[src/rtl/hazard_free_flag_mc.sv]
// Multi-channel glitch-filtered condition flag: synchronised din gated by en must persist
// FILT_CYC cycles before the registered flag follows; adds rise/fall pulses and any_flag.
module hazard_free_flag_mc #(
  parameter int unsigned CH          = 4,
  parameter int unsigned SYNC_STAGES = 2,
  parameter int unsigned FILT_CYC    = 4
) (
  input  logic          clk,
  input  logic          rst,
  input  logic [CH-1:0] en,
  input  logic [CH-1:0] din,
  output logic [CH-1:0] flag,
  output logic [CH-1:0] flag_rise,
  output logic [CH-1:0] flag_fall,
  output logic          any_flag
);

  localparam int unsigned CNT_W = $clog2(FILT_CYC + 1);
  localparam logic [CNT_W-1:0] CNT_LAST = CNT_W'(FILT_CYC - 1);

  logic [SYNC_STAGES-1:0][CH-1:0] sync_q;
  logic [CH-1:0]                  din_s;
  logic [CH-1:0]                  cond;
  logic [CH-1:0][CNT_W-1:0]       cnt_q;
  logic [CH-1:0][CNT_W-1:0]       cnt_d;
  logic [CH-1:0]                  flag_d;

  // Synchroniser chain; stage 0 samples the raw input.
  always_ff @(posedge clk or posedge rst) begin
    if (rst) begin
      sync_q <= '0;
    end else begin
      sync_q <= {sync_q[SYNC_STAGES-2:0], din};
    end
  end

  assign din_s = sync_q[SYNC_STAGES-1];
  assign cond  = din_s & en;

  // Per-channel filter: a disagreement must persist FILT_CYC cycles; any agreement restarts it.
  always_comb begin
    flag_d = flag;
    cnt_d  = cnt_q;
    for (int i = 0; i < int'(CH); i++) begin
      if (!en[i]) begin
        flag_d[i] = 1'b0;
        cnt_d[i]  = '0;
      end else if (cond[i] == flag[i]) begin
        cnt_d[i] = '0;
      end else if (cnt_q[i] == CNT_LAST) begin
        flag_d[i] = cond[i];
        cnt_d[i]  = '0;
      end else begin
        cnt_d[i] = cnt_q[i] + CNT_W'(1);
      end
    end
  end

  // Outputs derive from next_flag so pulses and any_flag line up with flag.
  always_ff @(posedge clk or posedge rst) begin
    if (rst) begin
      cnt_q     <= '0;
      flag      <= '0;
      flag_rise <= '0;
      flag_fall <= '0;
      any_flag  <= 1'b0;
    end else begin
      cnt_q     <= cnt_d;
      flag      <= flag_d;
      flag_rise <= flag_d & ~flag;
      flag_fall <= ~flag_d & flag;
      any_flag  <= |flag_d;
    end
  end

endmodule

[config.mk]
export PLATFORM = sky130hd
export DESIGN_NAME = hazard_free_flag_mc
export DESIGN_NICKNAME = d
export VERILOG_FILES = /design/src/rtl/hazard_free_flag_mc.sv
export SDC_FILE = /design/constraint.sdc
export NUM_CORES = 1
export LEC_CHECK = 0
export BUFFER_PORTS_ARGS = -buffer_cell sky130_fd_sc_hd__buf_2
export CAP_MARGIN = 10
export CORE_AREA = 2 2 52 54
export DETAILED_ROUTE_END_ITERATION = 7
export DIE_AREA = 0 0 54 56
export PLACE_DENSITY = 0.72
export SLEW_MARGIN = 20
export SYNTH_ARGS = -nofsm -noshare
export SYNTH_HDL_FRONTEND = slang
export SYNTH_SLANG_ARGS = --single-unit
[constraint.sdc]
create_clock -name clk -period 3 [get_ports clk]
set_input_delay 0.6 -clock clk [delete_from_list [all_inputs] [get_ports clk]]
set_output_delay 0.6 -clock clk [all_outputs]
set_load 0.05 [all_outputs]
### Yosys cells after proc, flatten, opt, wreduce, memory -nomap -nowiden

Index checks and enable logic that the tools add are counted.
Widths: inputs -> output; s select.

* bits of input ports: 10
* logic and storage cells: 52
* register bits: 33
* output and inout bits: 13

* muxes and demuxes: 24
* bitwise gates (word level): 5
* add/subtract/negate cells: 4
* reductions and logical operators: 1
* equality and inequality tests: 8

Operators with widths (number)
* $mux 3: 12
* $add 3x1->3 const B: 4
* $and 4x4->4: 3
* $eq 3x2->1 const B: 4
* $mux 1: 12
* $not 4->4: 2
* $eq 1x1->1: 4
* $reduce_or 4->1: 1

### Longest topological paths before layout

* depth after elaboration: 6
* gate-level depth with buffers: 4
* depth with buffers taken out: 4

### Worst setup path after synthesis

No wires, ideal clock.

* path type: register to register
* start: register cnt_q[0] (netlist name)
* end: register any_flag
* arrival time: 1.362 ns
* data required time: 2.862 ns
* cell stages (with the launch flop): 5
* period minus slack after synthesis: 1.501 ns
* path buffers: 0
* path slack: 1.499 ns
* library setup time: 0.138 ns
* cell sequence: dfrtp_1 -> ha_1 -> or2b_2 -> mux2i_1 -> or4_1

* longest elaborated chain between the ends: 5

RTL lines
* start: declaration: RTL line 24 `logic [CH-1:0][CNT_W-1:0] cnt_q;`
* start signal: assignment: RTL line 68 `cnt_q <= cnt_d;`
* $eq 3x2->1: RTL line 50 `end else if (cnt_q[i] == CNT_LAST) begin`
* $mux 1: RTL line 50
* $mux 1: RTL line 48 `end else if (cond[i] == flag[i]) begin`
* $mux 1: RTL line 45 `if (!en[i]) begin`
* named net flag_d[0]: RTL line 26 `logic [CH-1:0] flag_d;`
* $reduce_or 4->1: RTL line 72 `any_flag <= |flag_d;`
* end signal: assignment: RTL line 72
* end: declaration: RTL line 15 `output logic any_flag`

The timed path passes the listed nets, and every way through them passes these cells.

### Worst setup path in the final report

* start: register flag[1]
* end: output port flag[1]

RTL lines
* start: declaration: RTL line 12 `output logic [CH-1:0] flag,`
* start signal: assignment: RTL line 69 `flag <= flag_d;`

No word-level cell between the ends.

==> impl_metrics.csv <==
group,metric,value,unit
yosys,synth-simple-area-share,17.6,%
detailed_routing,wl,1750,um
floorplanning,core,0.00243,mm^2
finish,final_util,57.8,%
placed_design,hpwl,1320,um
timing,relSlewSlack,74.3,%
yosys,ys_top_cells_by_area,"dfrtp_1, ha_1, xor2_1",
critical_path,crit_fanout,5,
yosys,yosysTopAreaCellShare,68.9,%
yosys,synthArstFlopShare,100,%
floorplanning,die_h,56,um
yosys,avgSynthCellArea,13.3,um^2
clocking,cts_hold_buf,0,
clocking,clk_pin_slew,100,ps
yosys,yosysTopAreaCell,"dfrtp_1",
timing,hold_viol,0,
global_routing,grt_max_degree,34,
global_routing,grt_pass1_vias,753,
critical_path,crit_path_end_kind,"primary output",
critical_path,path_delay_family,"flip-flops",
timing,maxSlewViolCount,0,
flow_run,maxCapViolCount,0,
clocking,cts_resized,0,
critical_path,start_kind,"register",
placed_design,place_congestion,0.712,
yosys,ys_top_cells_by_count,"dfrtp_1, nand2_1, nor2_1",
clocking,htree_levels,2,
power_and_ir_drop,p_leak,0.000787,uW
timing,clock.fmax,600,MHz
clocking,cts_buffers,5,
detailed_routing,drcViolationCount,0,
yosys,synth_seq_cells,33,
yosys,synth_cells,90,
yosys,synth_warnings,0,
global_routing,grtUsageTotal,15.2,%
yosys,synthMuxAreaShare,2.51,%
timing,finalClockSkew,11.3,ps
timing,rsz0062_at_grt,"false",
critical_path,required,2400,ps
critical_path,critical_path_arrival,1070,ps
global_routing,antenna_found_initial,0,
floorplanning,rows,18,
yosys,synthFlopType,"dfrtp_1",
detailed_routing,via_count,739,
detailed_routing,wl_per_cell,11.6,um
timing,worst_pin_slew,386,ps
critical_path,critical_path_class,"reg -> out",
yosys,synth_compound_area_share,2.61,%
yosys,synth_fa_ha_area_share,4.18,%
timing,setup_viol,0,
timing,fin_tns_setup,0,ps
finish,antenna_cells,0,
finish,drive_gt1_share,28.1,%
yosys,synth-edff-count,0,
global_routing,overflow,0,
detailed_routing,dr.pass1.iters,2,
clocking,cts_tree,"done",
critical_path,crit_slowest_cell,"dfrtp_1",
hold_path,hp-class,"in -> async",
yosys,yosysSeqAreaShare,68.9,%
global_routing,grt_first_pass_wirelength,3180,um
outcome,outcome,"completed",
critical_path,timing.critical_path.buf_inv,1,
timing,min_period,1670,ps
yosys,synth_top_family_by_area,"simple AND/OR/NAND/NOR gates",
critical_path,path_cells,"buf_2",
clocking,post_cts.repair.setup_buffers,0,
yosys,synth_xor_area_share,2.92,%
yosys,synth_cell_type_count,22,
clocking,cts.root.buffer_cell,"clkbuf_4",
finish,fill_cells,197,
detailed_routing,avgViaCountPerCell,4.89,
timing,post-route-period-util,55.6,%
floorplanning,io_pins,23,
power_and_ir_drop,powerDensity,515,mW/mm^2
power_and_ir_drop,peakVddDrop,341,uV
clocking,insertion_delay,320,ps
detailed_routing,drt_iter0_drc,6,
clocking,cts.sinks,33,
yosys,synth_area,0.00120,mm^2
floorplanning,dieArea,0.00302,mm^2
yosys,yosysMostFrequentCell,"dfrtp_1",
floorplanning,start_util,49.3,%
finish,nets,134,
yosys,syn_nets,104,
finish,syn2layout_area_growth,17.2,%
clocking,cts_buffer_depth,2,
detailed_routing,postRouteAntennaNets,0,
placed_design,io_buffers,22,
critical_path,slowest_delay,450,ps
floorplanning,die_w,54,um
## kinds of logic (layout without fill, tap and decap cells)
family / Yosys count / after routing
fa+ha+maj: 4 / 4
simple gates: 37 / 37
buf+inv: 4 / 35
mux: 3 / 3
flops: 33 / 33
xor+xnor: 4 / 4
compound gates: 5 / 5
## state kept, by name, indices dropped and copies added, names as in the netlist
register,count
din_s,4
any_flag,1
flag_fall,4
flag_rise,4
cnt_q,12
sync_q,4
flag,4
## area by class of cell
| type | instances | area, um^2 | area share [%] |
|---|---|---|---|
| clock buffers | 6 | 41.3 | 2.94 |
| clock inverters | 2 | 10.0 | 0.712 |
| inverters | 4 | 15.0 | 1.07 |
| multi-input cells | 53 | 358 | 25.5 |
| flip-flops and latches | 33 | 826 | 58.8 |
| well taps | 30 | 37.5 | 2.67 |
| repair buffers | 23 | 118 | 8.37 |
## metal layers
| layer | up-vias | track usage [%] | routed length [um] |
|---|---|---|---|
| met5 | - | 0 | 0 |
| met4 | 0 | 8.57 | 37 |
| met3 | 5 | 5.65 | 100 |
| met2 | 19 | 24.0 | 876 |
| met1 | 354 | 17.1 | 734 |
| li1 | 361 | - | - |
## cells in the final DEF, fill, tap and decap left out
cell type,netlist,layout
or4_1,1,1
o21ai_2,1,1
buf_2,0,22
nor2_1,7,7
dfrtp_1,33,33
clkinv_2,0,2
or2b_2,1,1
nand2b_2,1,1
nor3b_1,2,2
nand3_1,3,3
buf_4,0,1
nand2b_1,1,1
nand2_1,8,8
and2_1,3,3
and2b_2,1,1
inv_1,4,4
ha_1,4,4
nand4b_1,1,1
clkbuf_1,0,1
clkbuf_4,0,5
or2b_1,1,1
o21ai_0,3,3
and4b_1,3,3
xor2_1,4,4
mux2i_1,3,3
nor3_1,4,4
a21boi_0,1,1
## worst reg2reg max path: cells and delay by family (launching register included)
kind | cells | cell delay (ps)
fa+ha+maj | 1 | 160
flops | 1 | 360
mux | 1 | 140
simple gates | 2 | 820
## where the power goes
group	internal, uW	switching, uW	total [uW]
clock network	89.1	134	223
registers	456	6.11	462
logic	13.3	25.3	38.7
## worst paths after layout
kind / start / end / slack [ps] / depth (start not counted)
setup / recovery: flag[1]$_DFF_PP0_ / flag[1] / 1330 / 1
hold / removal: rst / cnt_q[6]$_DFF_PP0_ / 330 / 3
setup reg to reg: cnt_q[0]$_DFF_PP0_ / any_flag$_DFF_PP0_ / 1410 / 4
hold reg to reg: sync_q[0]$_DFF_PP0_ / din_s[0]$_DFF_PP0_ / 350 / 0
max in group asynchronous: rst / flag_fall[1]$_DFF_PP0_ / 2380 / 3
min in group clk: sync_q[0]$_DFF_PP0_ / din_s[0]$_DFF_PP0_ / 350 / 0
## stage by stage
step | cell area, um^2 | cells | hold WS, ps | total power (uW) | setup WS, ps
finish | 1410 | 151 | 335 | 724 | 1330
global route | 1410 | 151 | 349 | 767 | 1260
CTS | 1410 | 151 | 341 | 734 | 1330
detailed placement | 1350 | 143 | 335 | 511 | 1410
global placement | 1350 | 143 | 333 | 508 | 1460
floorplan | 1200 | 90 | 331 | 494 | 1500
(Power assumes the default switching activity.)
